**src/rtl/logic_unit_arbiter_if.sv**
```systemverilog
// Handshake bundle between two logic-unit requesters, the shared arbiter and the result consumer.
interface logic_unit_arbiter_if #(parameter int WIDTH = 32);
    logic             req0_valid;
    logic             req0_ready;
    logic [1:0]       req0_op;
    logic [WIDTH-1:0] req0_a;
    logic [WIDTH-1:0] req0_b;
    logic             req1_valid;
    logic             req1_ready;
    logic [1:0]       req1_op;
    logic [WIDTH-1:0] req1_a;
    logic [WIDTH-1:0] req1_b;
    logic             out_valid;
    logic             out_ready;
    logic             out_id;
    logic [WIDTH-1:0] out_data;

    modport master (
        output req0_valid, req0_op, req0_a, req0_b,
        output req1_valid, req1_op, req1_a, req1_b,
        output out_ready,
        input  req0_ready, req1_ready, out_valid, out_id, out_data
    );

    modport slave (
        input  req0_valid, req0_op, req0_a, req0_b,
        input  req1_valid, req1_op, req1_a, req1_b,
        input  out_ready,
        output req0_ready, req1_ready, out_valid, out_id, out_data
    );
endinterface

```
**src/rtl/logic_unit_arbiter.sv**
```systemverilog
// Round-robin sharing of a registered AND/OR/XOR/NOR unit between two requesters.
// Optional LOGIC_ARB_STATS_EN adds saturating per-requester accept counters.
//
// state | meaning
// EMPTY | result register holds nothing (out_valid=0)
// FULL  | result register holds an unconsumed result (out_valid=1)
module logic_unit_arbiter #(
    parameter int WIDTH = 32
) (
    input  logic                  clock,
    input  logic                  resetn,
    logic_unit_arbiter_if.slave   bus
`ifdef LOGIC_ARB_STATS_EN
    ,
    output logic [15:0]           grant_cnt0,
    output logic [15:0]           grant_cnt1
`endif
);

    typedef enum logic {EMPTY = 1'b0, FULL = 1'b1} state_t;

    state_t           state, state_nxt;
    logic             last_grant;
    logic             slot_free;
    logic             grant_any;
    logic             grant_id;
    logic             accept;
    logic [WIDTH-1:0] result;
    logic [WIDTH-1:0] out_data_q;
    logic             out_id_q;

    function automatic logic [WIDTH-1:0] logic_op(input logic [1:0] op,
                                                  input logic [WIDTH-1:0] a,
                                                  input logic [WIDTH-1:0] b);
        case (op)
            2'b00:   logic_op = a & b;
            2'b01:   logic_op = a | b;
            2'b10:   logic_op = a ^ b;
            default: logic_op = ~(a | b);
        endcase
    endfunction

    always_ff @(posedge clock or negedge resetn) begin
        if (!resetn) state <= EMPTY;
        else         state <= state_nxt;
    end

    always_comb begin
        state_nxt      = state;
        bus.req0_ready = 1'b0;
        bus.req1_ready = 1'b0;
        slot_free      = (state == EMPTY) | bus.out_ready;
        grant_any      = bus.req0_valid | bus.req1_valid;
        // Contention goes to whoever did not win the last accept.
        grant_id       = (bus.req0_valid & bus.req1_valid) ? ~last_grant : bus.req1_valid;
        accept         = grant_any & slot_free & resetn;
        result         = grant_id ? logic_op(bus.req1_op, bus.req1_a, bus.req1_b)
                                  : logic_op(bus.req0_op, bus.req0_a, bus.req0_b);
        if (accept) begin
            bus.req0_ready = ~grant_id;
            bus.req1_ready = grant_id;
        end
        case (state)
            EMPTY:   if (accept) state_nxt = FULL;
            FULL:    if (bus.out_ready && !accept) state_nxt = EMPTY;
            default: state_nxt = EMPTY;
        endcase
    end

    always_ff @(posedge clock or negedge resetn) begin
        if (!resetn) begin
            out_data_q <= '0;
            out_id_q   <= 1'b0;
            last_grant <= 1'b1;
        end else if (accept) begin
            out_data_q <= result;
            out_id_q   <= grant_id;
            last_grant <= grant_id;
        end
    end

    assign bus.out_valid = (state == FULL);
    assign bus.out_data  = out_data_q;
    assign bus.out_id    = out_id_q;

`ifdef LOGIC_ARB_STATS_EN
    always_ff @(posedge clock or negedge resetn) begin
        if (!resetn) begin
            grant_cnt0 <= '0;
            grant_cnt1 <= '0;
        end else if (accept) begin
            if (!grant_id && grant_cnt0 != 16'hFFFF) grant_cnt0 <= grant_cnt0 + 16'd1;
            if (grant_id && grant_cnt1 != 16'hFFFF)  grant_cnt1 <= grant_cnt1 + 16'd1;
        end
    end
`endif

endmodule

```
**src/flat_wrapper.sv**
```systemverilog
// flat-port wrapper written by rule: the top's interface ports become plain ports
module logic_unit_arbiter_flat 
#(
    parameter int WIDTH = 32
)
  (clock, resetn, bus_req0_valid, bus_req0_op, bus_req0_a, bus_req0_b, bus_req1_valid, bus_req1_op, bus_req1_a, bus_req1_b, bus_out_ready, bus_req0_ready, bus_req1_ready, bus_out_valid, bus_out_id, bus_out_data);
  logic_unit_arbiter_if #(.WIDTH(WIDTH)) bus_i ();
  input  logic clock;
  input  logic resetn;
  input wire logic [$bits(bus_i.req0_valid)-1:0] bus_req0_valid;
  input wire logic [$bits(bus_i.req0_op)-1:0] bus_req0_op;
  input wire logic [$bits(bus_i.req0_a)-1:0] bus_req0_a;
  input wire logic [$bits(bus_i.req0_b)-1:0] bus_req0_b;
  input wire logic [$bits(bus_i.req1_valid)-1:0] bus_req1_valid;
  input wire logic [$bits(bus_i.req1_op)-1:0] bus_req1_op;
  input wire logic [$bits(bus_i.req1_a)-1:0] bus_req1_a;
  input wire logic [$bits(bus_i.req1_b)-1:0] bus_req1_b;
  input wire logic [$bits(bus_i.out_ready)-1:0] bus_out_ready;
  output wire logic [$bits(bus_i.req0_ready)-1:0] bus_req0_ready;
  output wire logic [$bits(bus_i.req1_ready)-1:0] bus_req1_ready;
  output wire logic [$bits(bus_i.out_valid)-1:0] bus_out_valid;
  output wire logic [$bits(bus_i.out_id)-1:0] bus_out_id;
  output wire logic [$bits(bus_i.out_data)-1:0] bus_out_data;
  assign bus_i.req0_valid = bus_req0_valid;
  assign bus_i.req0_op = bus_req0_op;
  assign bus_i.req0_a = bus_req0_a;
  assign bus_i.req0_b = bus_req0_b;
  assign bus_i.req1_valid = bus_req1_valid;
  assign bus_i.req1_op = bus_req1_op;
  assign bus_i.req1_a = bus_req1_a;
  assign bus_i.req1_b = bus_req1_b;
  assign bus_i.out_ready = bus_out_ready;
  assign bus_req0_ready = bus_i.req0_ready;
  assign bus_req1_ready = bus_i.req1_ready;
  assign bus_out_valid = bus_i.out_valid;
  assign bus_out_id = bus_i.out_id;
  assign bus_out_data = bus_i.out_data;
  logic_unit_arbiter #(.WIDTH(WIDTH)) u_core (.clock(clock), .resetn(resetn), .bus(bus_i));
endmodule
```
**config.mk**
```make
export PLATFORM = sky130hd
export DESIGN_NAME = logic_unit_arbiter_flat
export DESIGN_NICKNAME = d
export VERILOG_FILES = /design/src/rtl/logic_unit_arbiter_if.sv /design/src/rtl/logic_unit_arbiter.sv /design/src/flat_wrapper.sv
export SDC_FILE = /design/constraint.sdc
export NUM_CORES = 1
export LEC_CHECK = 0
export ABC_AREA = 1
export BUFFER_PORTS_ARGS = -buffer_cell sky130_fd_sc_hd__buf_2
export CORE_UTILIZATION = 38
export DETAILED_ROUTE_END_ITERATION = 7
export GPL_ROUTABILITY_DRIVEN = 0
export PLACE_DENSITY = 0.66
export SYNTH_ARGS = -nofsm -noshare
export SYNTH_HDL_FRONTEND = slang
export SYNTH_SLANG_ARGS = --single-unit
```
**constraint.sdc**
```tcl
create_clock -name clock -period 2.85 [get_ports clock]
set_input_delay 0.4275 -clock clock [delete_from_list [all_inputs] [get_ports clock]]
set_output_delay 0.4275 -clock clock [all_outputs]
set_load 0.02 [all_outputs]
```
==> reports/qor.csv <==
stage;metric;value;unit
sta;Setup Viol. Count Final;0;
sta;unrepaired setup endpoints after global routing;false;
grt;largest net degree at the start of global routing;37;
cells_and_area;nets;1289;
place;IO Port Bufs;172;
sta;Clock Skew;0.00238;ns
cells_and_area;Filler cells;1470;
status;outcome;finished, final reports clean;
clock_tree;CTS tree;built;
place;dpl ws;0.829;ns
sta;Worst-Margin Slew;0.618;ns
synth;Synth Register Bits;35;
grt;number of global-route vias before repair;5116;
sta;max-slew violations;0;
routing;initial drt markers;373;
sta;crit path time final;1.79;ns
synth;mapped cell area;5590;um2
critical_path;crit-path max cell delay;0.37;ns
die;num rows;43;
sta;setup TNS;0;ns
cells_and_area;fraction of layout instances using a drive strength above 1;0.198;
cells_and_area;Finished Core Util;0.477;
synth;Synth top area share;0.286;
critical_path;slowest library cell on the worst path;dfstp_2;
sta;final hold vios;0;
routing;DRT Pass-1 Iters;5;
synth;synth top area cells;ha_1, nand3_1, dfrtp_1, nand2_1, inv_1;
routing;drt wl/cell;12.9;um
run;# Max-Cap Violations;0;
pwr;Logic pwr share;0.435;
die;# IOs;173;
pwr;Switch Pwr;861;uW
routing;Final ANT Viol Nets;0;
critical_path;Worst setup EP type;primary output;
synth;Avg Cell Area, Syn;6.38;um2
sta;WHS;0.216;ns
clock_tree;Clock Sinks;35;
synth;sequential area share after synthesis;0.157;
die;Die Y;123;um
place;Placed Instances;1197;
sta;Peak Freq;560;MHz
grt;first-pass GRT wire length;25100;um
grt;Congestion Overflow GR;0;
critical_path;kind of critical path;reg -> out;
grt;total track usage;0.209;
pwr;Static Leakage;0.00404;uW
critical_path;critical path peak fanout;6;
worst_hold_path;Worst Hold Class;in -> async;
grt;initial antenna violation count;0;
clock_tree;cts hold-fix bufs;0;
synth;count of different cell masters after synthesis;22;
sta;post-route setup slack;1.06;ns
pwr;Sw Ratio;0.393;
cells_and_area;Reg area;877;um2
clock_tree;post-CTS resize count;0;
place;DPL Wire Length;12700;um
pwr;Pint;1330;uW
cells_and_area;final non-filler cell total;1205;
critical_path;critical-path cell list;a21oi_1 > inv_1 > nor2_4 > buf_2;
die;starting density of the core;0.397;
synth;cell taking the most area after synthesis;ha_1;
synth;Synth Instances;877;
die;Die ar.;15200;um2
routing;via count;5740;
critical_path;Worst Path Required;2.42;ns
pwr;Power per Cell Area;325;nW/um2
critical_path;CP Data Arrival Time;1.36;ns
cells_and_area;area of the multi-input gates;3770;um2
synth;syn_nets;1142;
pwr;IR drop worst, VDD;182;uV
die;total core area;14100;um2
routing;Total Wirelength;15600;um
synth;Synth warnings;0;
clock_tree;Clk Tree Root Cell;clkbuf_16;
critical_path;CP Launch Type;flip-flop;
cells_and_area;# diodes;0;
routing;# DRC;0;
cells_and_area;Area growth, synth to finish;20.3;%
pwr;clock power share;0.258;
routing;Vias/cell;4.76;
sta;max_slew headroom;0.588;
pwr;sequential power share;0.307;
clock_tree;number of buffers created by CTS;5;
die;Die W;123;um
clock_tree;post-CTS setup buffers;0;
clock_tree;Bufs on Longest Clock Path;2;
sta;final worst-path cycle share;0.627;
clock_tree;Reg clk slew, reported paths;0.05;ns
clock_tree;H-tree Lvls;2;
clock_tree;Clk Latency, worst-skew pair;0.28;ns
## placed cells by master (no fill, tap or decap)
cell type,n
nand3_2,1
dfstp_2,1
clkbuf_16,5
nor2_4,2
nand3_1,204
buf_2,172
inv_1,189
ha_1,128
nor2_1,1
clkbuf_1,1
nand2_1,200
or2_2,2
nor2_2,2
buf_4,14
a21oi_1,1
or2_1,5
buf_12,1
dfrtp_1,34
o21ai_1,1
or2_0,5
o21ai_0,53
inv_2,1
clkbuf_8,2
## cell type report
type / count / area share
Multi-Input combinational cell: 605 / 0.561
Timing Repair Buffer: 187 / 0.146
Inverter: 190 / 0.106
Sequential cell: 35 / 0.130
Clock buffer: 8 / 0.0232
Tap cell: 180 / 0.0335
## power groups by stage
stage                     registers, uW  logic, uW  clock network [uW]
after floorplan                     789        455                   0
after global placement              682        955                   0
after detailed placement            679        959                   0
after CTS                           673        963                 573
after global routing                684       1080                 599
final                               672        952                 564
## cell families (layout without fill, tap and decap cells)
logic type,after synthesis,in the layout,share of synthesized area
fa+ha+maj,128,128,0.286
buf+inv,237,385,0.169
compound gates,55,55,0.0492
flops,35,35,0.157
simple gates,422,422,0.339
## critical path: cells and delay by family (launching register included)
kind                   cells  cell delay [ns]
and+or+nand+nor            1             0.20
DFF                        1             0.37
AOI/OAI and AO/OA          1             0.19
buffers and inverters      2             0.33
## state kept, by name (all words and copies together) (netlist names)
register / flops
u_core.bus.out_data: 32
u_core.bus.out_id: 1
u_core.bus.out_valid: 1
u_core.last_grant: 1
## stage by stage
stage / total power [uW] / cell area (um2)
2_1_floorplan: 1240 / 5590
3_3_place_gp: 1640 / 6570
3_5_place_dp: 1640 / 6570
4_1_cts: 2210 / 6730
5_1_grt: 2370 / 6730
6_report: 2190 / 6730
## synth_stat cells
master,instances
a21oi_1,1
buf_1,2
buf_2,26
buf_4,4
buf_6,1
clkbuf_1,14
dfrtp_1,34
dfstp_2,1
ha_1,128
inv_1,189
inv_2,1
nand2_1,200
nand3_1,204
nand3_2,1
nor2_1,1
nor2_2,2
nor2_4,2
o21ai_0,53
o21ai_1,1
or2_0,5
or2_1,5
or2_2,2
## per-layer routing
layer / vias up / part of all wire / GRT usage
met4: 0 / 0.019 / 0.0610
met5: - / 0 / 0
met2: 185 / 0.42 / 0.301
met3: 18 / 0.055 / 0.0120
met1: 2513 / 0.50 / 0.327
li1: 3024 / - / -
## worst paths after layout
path,start,end,slack (ns),depth (start not counted)
setup / recovery,u_core.last_grant,bus_req1_ready,1.06,4
hold / removal,resetn,u_core.bus.out_valid,0.22,2
setup reg to reg,u_core.last_grant,u_core.bus.out_data[30],1.23,6
hold reg to reg,u_core.bus.out_id,u_core.bus.out_id,0.48,2
max in group asynchronous,resetn,u_core.last_grant,2.28,2
min in group clock,bus_out_ready,u_core.bus.out_valid,0.43,4
Note: power is estimated with default switching activity, not from simulation.
